`config.mk`:
```
export PLATFORM = sky130hd
export DESIGN_NAME = mem_port_arbiter
export DESIGN_NICKNAME = d
export VERILOG_FILES = /design/src/rtl/mem_port_arbiter.sv
export SDC_FILE = /design/constraint.sdc
export NUM_CORES = 1
export LEC_CHECK = 0
export CAP_MARGIN = 20
export CORE_MARGIN = 10
export CORE_UTILIZATION = 43
export DETAILED_ROUTE_END_ITERATION = 16
export GPL_TIMING_DRIVEN = 0
export PLACE_DENSITY = 0.81
export SLEW_MARGIN = 10
export SYNTH_ARGS = -nofsm -noshare
export SYNTH_HDL_FRONTEND = slang
export SYNTH_SLANG_ARGS = --single-unit
```
`constraint.sdc`:
```
create_clock -name clk -period 2.3 [get_ports clk]
set_input_delay 0.46 -clock clk [delete_from_list [all_inputs] [get_ports clk]]
set_output_delay 0.46 -clock clk [all_outputs]
set_load 0.03 [all_outputs]
```
`src/rtl/mem_port_arbiter.sv`:
```
// mem_port_arbiter
//   Shares one single-port memory between instruction fetch (IF, read-only)
//   and the data stage (MEM, load/store). A two-state FSM (IDLE/ACCESS)
//   grants one requester, holds the memory request until mem_ready or a
//   timeout, and returns the response to the recorded owner.
//
// Ports
//   clk, rst_n                 clock (rising edge), async active-low reset
//   if_req/if_addr             fetch request, held until if_gnt
//   if_gnt/if_rvalid/if_rdata  one-cycle grant, one-cycle response + data
//   dm_req/dm_we/dm_addr/dm_wdata  data request (we=1 store), held until dm_gnt
//   dm_gnt/dm_rvalid/dm_rdata  one-cycle grant, one-cycle response (0 on store)
//   mem_req/mem_we/mem_addr/mem_wdata  memory request, held until mem_ready
//   mem_ready/mem_rdata        one-cycle completion strobe + read data
//   stall_if/stall_mem         combinational stall requests to hazard logic
//   err                        one-cycle pulse on timeout abort
module mem_port_arbiter #(
  parameter int unsigned ADDR_W     = 32,
  parameter int unsigned DATA_W     = 32,
  parameter int unsigned MAX_STREAK = 4,
  parameter int unsigned TIMEOUT    = 16
) (
  input  logic              clk,
  input  logic              rst_n,
  input  logic              if_req,
  input  logic [ADDR_W-1:0] if_addr,
  output logic              if_gnt,
  output logic              if_rvalid,
  output logic [DATA_W-1:0] if_rdata,
  input  logic              dm_req,
  input  logic              dm_we,
  input  logic [ADDR_W-1:0] dm_addr,
  input  logic [DATA_W-1:0] dm_wdata,
  output logic              dm_gnt,
  output logic              dm_rvalid,
  output logic [DATA_W-1:0] dm_rdata,
  output logic              mem_req,
  output logic              mem_we,
  output logic [ADDR_W-1:0] mem_addr,
  output logic [DATA_W-1:0] mem_wdata,
  input  logic              mem_ready,
  input  logic [DATA_W-1:0] mem_rdata,
  output logic              stall_if,
  output logic              stall_mem,
  output logic              err
);

  typedef enum logic {IDLE, ACCESS} state_t;

  localparam logic [3:0] STREAK_MAX = 4'(MAX_STREAK);
  localparam logic [7:0] TO_LAST    = 8'(TIMEOUT - 1);

  state_t              state_q, state_d;
  logic                owner_dm_q, owner_dm_d;
  logic [3:0]          streak_q, streak_d;
  logic [7:0]          tcnt_q, tcnt_d;
  logic                if_gnt_q, if_gnt_d;
  logic                if_rvalid_q, if_rvalid_d;
  logic [DATA_W-1:0]   if_rdata_q, if_rdata_d;
  logic                dm_gnt_q, dm_gnt_d;
  logic                dm_rvalid_q, dm_rvalid_d;
  logic [DATA_W-1:0]   dm_rdata_q, dm_rdata_d;
  logic                mem_req_q, mem_req_d;
  logic                mem_we_q, mem_we_d;
  logic [ADDR_W-1:0]   mem_addr_q, mem_addr_d;
  logic [DATA_W-1:0]   mem_wdata_q, mem_wdata_d;
  logic                err_q, err_d;

  logic                if_wins;
  logic                deliver;
  logic [DATA_W-1:0]   resp_data;

  // MEM has priority unless IF has already watched MAX_STREAK MEM grants.
  assign if_wins = if_req & (~dm_req | (streak_q == STREAK_MAX));

  always_comb begin
    state_d     = state_q;
    owner_dm_d  = owner_dm_q;
    streak_d    = streak_q;
    tcnt_d      = tcnt_q;
    if_gnt_d    = 1'b0;
    dm_gnt_d    = 1'b0;
    if_rvalid_d = 1'b0;
    dm_rvalid_d = 1'b0;
    err_d       = 1'b0;
    if_rdata_d  = if_rdata_q;
    dm_rdata_d  = dm_rdata_q;
    mem_req_d   = mem_req_q;
    mem_we_d    = mem_we_q;
    mem_addr_d  = mem_addr_q;
    mem_wdata_d = mem_wdata_q;
    deliver     = 1'b0;
    resp_data   = '0;

    unique case (state_q)
      IDLE: begin
        mem_req_d = 1'b0;
        if (if_req | dm_req) begin
          state_d   = ACCESS;
          mem_req_d = 1'b1;
          tcnt_d    = '0;
          if (if_wins) begin
            owner_dm_d  = 1'b0;
            if_gnt_d    = 1'b1;
            mem_we_d    = 1'b0;
            mem_addr_d  = if_addr;
            mem_wdata_d = '0;
            streak_d    = '0;
          end else begin
            owner_dm_d  = 1'b1;
            dm_gnt_d    = 1'b1;
            mem_we_d    = dm_we;
            mem_addr_d  = dm_addr;
            mem_wdata_d = dm_wdata;
            if (!if_req) begin
              streak_d = '0;
            end else if (streak_q != STREAK_MAX) begin
              streak_d = streak_q + 4'd1;
            end
          end
        end
      end
      ACCESS: begin
        if (mem_ready) begin
          state_d   = IDLE;
          mem_req_d = 1'b0;
          deliver   = 1'b1;
          resp_data = (owner_dm_q & mem_we_q) ? '0 : mem_rdata;
        end else if (tcnt_q == TO_LAST) begin
          state_d   = IDLE;
          mem_req_d = 1'b0;
          deliver   = 1'b1;
          err_d     = 1'b1;
        end else begin
          tcnt_d = tcnt_q + 8'd1;
        end
      end
    endcase

    if (deliver) begin
      if (owner_dm_q) begin
        dm_rvalid_d = 1'b1;
        dm_rdata_d  = resp_data;
      end else begin
        if_rvalid_d = 1'b1;
        if_rdata_d  = resp_data;
      end
    end
  end

  always_ff @(posedge clk or negedge rst_n) begin
    if (!rst_n) begin
      state_q     <= IDLE;
      owner_dm_q  <= 1'b0;
      streak_q    <= '0;
      tcnt_q      <= '0;
      if_gnt_q    <= 1'b0;
      if_rvalid_q <= 1'b0;
      if_rdata_q  <= '0;
      dm_gnt_q    <= 1'b0;
      dm_rvalid_q <= 1'b0;
      dm_rdata_q  <= '0;
      mem_req_q   <= 1'b0;
      mem_we_q    <= 1'b0;
      mem_addr_q  <= '0;
      mem_wdata_q <= '0;
      err_q       <= 1'b0;
    end else begin
      state_q     <= state_d;
      owner_dm_q  <= owner_dm_d;
      streak_q    <= streak_d;
      tcnt_q      <= tcnt_d;
      if_gnt_q    <= if_gnt_d;
      if_rvalid_q <= if_rvalid_d;
      if_rdata_q  <= if_rdata_d;
      dm_gnt_q    <= dm_gnt_d;
      dm_rvalid_q <= dm_rvalid_d;
      dm_rdata_q  <= dm_rdata_d;
      mem_req_q   <= mem_req_d;
      mem_we_q    <= mem_we_d;
      mem_addr_q  <= mem_addr_d;
      mem_wdata_q <= mem_wdata_d;
      err_q       <= err_d;
    end
  end

  assign if_gnt    = if_gnt_q;
  assign if_rvalid = if_rvalid_q;
  assign if_rdata  = if_rdata_q;
  assign dm_gnt    = dm_gnt_q;
  assign dm_rvalid = dm_rvalid_q;
  assign dm_rdata  = dm_rdata_q;
  assign mem_req   = mem_req_q;
  assign mem_we    = mem_we_q;
  assign mem_addr  = mem_addr_q;
  assign mem_wdata = mem_wdata_q;
  assign err       = err_q;

  // Gated by rst_n so stalls read 0 while reset is held.
  assign stall_if  = rst_n & if_req & ~if_rvalid_q;
  assign stall_mem = rst_n & dm_req & ~dm_rvalid_q;

endmodule

```
== Yosys cells after proc, flatten, opt, wreduce, memory -nomap -nowiden ==
Index checks and enable logic that the tools add are counted.
Word-level totals
  logic and storage cells: 78
  bits of input ports: 134
  bits in registers: 149
Operators by class
  add/sub/neg operators: 2
  mux-type cells: 35
  bitwise gates (word level): 13
  reduce and logical (&&, ||, !) cells: 5
  eq/ne operators: 8
Operators with widths (number)
  $mux W32: 5
  $mux W8: 3
  $mux W1: 21
  $pmux W8 S2: 1
  $mux W4: 3
  $add A8 B1 Y8 const B: 1
  $eq A8 B4 Y1 const B: 1
  $and A1 B1 Y1: 6
  $ne A2 B2 Y1 const B: 3
  $reduce_and A2 Y1: 3
  $reduce_and A3 Y1: 2
  $not A1 Y1: 5
  $add A4 B1 Y4 const B: 1
  $eq A4 B3 Y1 const B: 1
  $ne A4 B3 Y1 const B: 1
  $pmux W1 S2: 2
  $ne A3 B1 Y1 const B: 1
  $ne A3 B2 Y1 const B: 1
  $or A1 B1 Y1: 2

== Depth between registers and ports, before layout ==
  depth after elaboration: 6
  mapped depth: 7
  gate-level depth less buffers: 5

== Worst setup path after synthesis ==
Ideal clock, no wire load.
  path kind: register -> register
  from: register tcnt_q[0]
  to: register dm_rdata_q[0], in the netlist dm_rdata[0]
  setup slack: 0.697 ns
  stages on the path, launching flop included: 7
  data arrival time: 1.477 ns
  library setup time: 0.126 ns
  path through: dfrtp_1 ha_1 and4b_1 a21oi_1 buf_6 buf_6 a221o_1
On the way
  cells in the longest elaborated chain, start to end: 5
RTL lines
  from (decl): line 56  | logic [7:0] tcnt_q, tcnt_d;
  from (signal assigned): line 172  | tcnt_q <= tcnt_d;
  $eq A8 B4 Y1: line 129  | end else if (tcnt_q == TO_LAST) begin
  $mux W1: line 129
  $mux W1: line 124  | if (mem_ready) begin
  $mux W1: line 95  | unique case (state_q)
  $reduce_and A2 Y1 (no source line)
  to (signal assigned): line 178  | dm_rdata_q <= dm_rdata_d;
  to (decl): line 62  | logic [DATA_W-1:0] dm_rdata_q, dm_rdata_d;
Every way passes these cells.
A chain may end at the register's enable or synchronous reset.

== Worst setup path after layout ==
  from: input if_req
  to: output stall_if
On the way
  cells in the longest elaborated chain, start to end: 2
RTL lines
  from (decl): line 25  | input logic if_req,
  $and A1 B1 Y1 (2 in series): line 200  | assign stall_if = rst_n & if_req & ~if_rvalid_q;
  to (decl): line 43  | output logic stall_if,
Every way passes these cells.

==> results.tsv <==
stage	metric	value	unit
worst_setup_path	Critical Path Sink Type	primary output	
synth	Netlist cell types	43	
global_route	largest net degree at the start of global routing	89	
synth	Mapped Nets	776	
power	Leakage	0.00428	uW
drt	total wire length	22.7	mm
synth	Synth area leaders	dfrtp_1, nand2_1, a221o_1, a22o_1, a21o_1	
synth	Cells after Synth	639	
worst_setup_path	CP max-delay cell	clkdlybuf4s50_1	
timing	RSZ-0062 raised after global routing	no	
synth	yosys warns	0	
worst_hold_path	Hold Crit Class	in2async	
run	Max Cap Violations	0	
floorplanning	die height	144	um
floorplanning	num rows	45	
worst_setup_path	top fanout value on the critical path	6	
clock_tree	TritonCTS clock tree	done	
synth	Synth top area share	0.563	
drt	antenna-violating nets left	0	
cells_and_area	most common cell after layout, fill and taps aside	clkdlybuf4s50_1	
worst_setup_path	Setup CP Type	in2out	
place	dpl hpwl	17.3	mm
timing	final setup violating endpoints	0	
clock_tree	root buf cell	clkbuf_16	
clock_tree	Hold Buf Count CTS	0	
floorplanning	die area	20800	um2
clock_tree	H-tree Lvls	4	
clock_tree	clk slew on worst S/H paths	0.06	ns
power	Final Power	13900	uW
cells_and_area	most frequent cells in the layout	clkdlybuf4s50_1, dfrtp_1, nand2_1	
floorplanning	starting density of the core	0.437	
timing	Max Clk Rate	462	MHz
synth	register area share after synthesis	0.563	
place	RD Place Congestion	0.827	
synth	leading area contributor after synthesis	dfrtp_1	
drt	DR pass1 iterations	5	
drt	Starting DRT DRC Count	371	
timing	Period Utilization, post-route	0.942	
place	Port Buffers	270	
timing	Worst-Margin Slew	0.678	ns
worst_setup_path	CP arrival	1.71	ns
drt	Residual DRC	0	
timing	min cycle time layout	2.17	ns
clock_tree	Clk Latency, worst-skew pair	0.42	ns
power	power density over the cells	1360	nW/um2
global_route	gr ovfl total	0	
synth	Netlist Area Pre-Place	6620	um2
timing	Slew Limit Fails	0	
timing	setup tns final	0	ns
clock_tree	clock sinks	149	
cells_and_area	share of layout cells above drive strength 1	0.0701	
power	maximum vdd drop	727	uV
cells_and_area	Nets	1066	
cells_and_area	fillcell total	1200	
floorplanning	Die X	144	um
cells_and_area	register area	3730	um2
timing	max_slew headroom	0.548	
cells_and_area	multi-input logic area	2620	um2
timing	Final Skew	0.00919	ns
timing	Final Hold Fails	0	
cells_and_area	Ant. Diodes	0	
floorplanning	IO Pins	271	
synth	Seq cells post-synth	149	
global_route	number of global-route vias before repair	6311	
clock_tree	CTS buffer count	17	
global_route	first-pass GRT wire length	34.8	mm
worst_setup_path	Setup crit start kind	input pin	
cells_and_area	area delta synth->final	53.7	%
worst_setup_path	CP peak stage delay	0.65	ns
clock_tree	CTS Buffer Depth	2	
drt	DR vias	6163	
synth	Mean Syn Cell Area	10.4	um2
clock_tree	cts repair resizes	2	
worst_setup_path	crit path cell chain	clkdlybuf4s50_1 -> nand2_1 -> nor2_1 -> dlygate4sd2_1	
global_route	antenna violations before repair	0	
drt	Routed WL per cell	20.1	um
floorplanning	core footprint	15100	um2
clock_tree	Post-CTS Setup Bufs	0	
drt	vias per cell	5.45	
worst_setup_path	Req. time, crit path	1.84	ns
global_route	total track usage	0.215	
run_status	status	complete, no violations	
## power breakdown
group          internal [uW]  switching [uW]
Sequential              3630             722
Combinational           2970            3740
Clock                   1640            1160
Total                   8250            5620
## through the flow
step                area (um2)  hold WS [ns]   util  cells  setup WS [ns]
floorplan                 6620         0.164      -    639          0.697
detailed placement        9590         0.469  0.633   1098         -0.168
CTS                      10200        0.0796  0.672   1130          0.128
global placement          9560         0.462  0.631   1097          -5.50
finish                   10200        0.0578  0.672   1130          0.134
global route             10200         0.108  0.672   1130         0.0235
## cells in the mapped netlist, drive strengths merged
cell,instances
nand4,32
nand3,3
o21ba,1
a21oi,3
o21bai,1
inv,6
and4b,1
clkbuf,24
nor2,6
a221o,32
or4,1
o21ai,39
nor3b,1
ha,3
mux2i,3
a22o,32
o211a,1
o41ai,2
xor2,1
or3,3
o31ai,1
nand4b,3
o311ai,1
a21o,34
and2,33
dfrtp,149
nand2,145
a311o,1
nor4b,1
nor2b,1
and3,1
nor4,1
and3b,2
o22ai,1
buf,31
nor3,2
nand2b,4
o211ai,32
a211oi,1
## worst max-delay path: cells and delay by family
family	cells	cell delay (ns)
buf+inv	2	1.05
simple gates	2	0.20
## metal layers
metal  part of all wire  GRT usage  wire length (um)
met4              0.018     0.0656               412
met1               0.40      0.252              9110
met3               0.12      0.103              2750
met2               0.46      0.340             10500
met5                  0          0                 0
## cells by family after synthesis
| kind of cell | synth area share |
|---|---|
| muxes | 0.00453 |
| AOI/OAI and AO/OA | 0.210 |
| adders and majority gates | 0.00567 |
| xor gates and xnor gates | 0.00132 |
| DFF | 0.563 |
| buffers and inverters | 0.0419 |
| and+or+nand+nor | 0.173 |
## cell type report
type	instances	share of cell area
flip-flops and latches	149	0.366
repair buffers	271	0.268
multi-input cells	429	0.257
clock buffers	18	0.0431
plain buffers	55	0.0251
well taps	188	0.0231
clock inverters	14	0.0149
inverters	6	0.00221
## path summary, 6_finish.rpt
kind | startpoint | slack [ns] | cells past startpoint | to
min in group clk | mem_wdata[24] | 0.48 | 2 | mem_wdata[24]
max reg2reg | streak_q[1] | 0.35 | 6 | mem_wdata[30]
max | if_req | 0.13 | 4 | stall_if
min reg2reg | mem_wdata[24] | 0.48 | 2 | mem_wdata[24]
max in group asynchronous | rst_n | 1.49 | 2 | mem_addr[7]
min | rst_n | 0.06 | 1 | dm_rdata[20]
## sequential cells by signal, indices dropped and copies added, names as in the netlist
register and count:
dm_rdata 32, if_rdata 32, mem_addr 32, mem_wdata 32, tcnt_q 8, streak_q 4
dm_gnt 1, dm_rvalid 1, err 1, if_gnt 1, if_rvalid 1, mem_req 1
mem_we 1, owner_dm_q 1, state_q 1
Note: power is estimated with default switching activity, not from simulation.
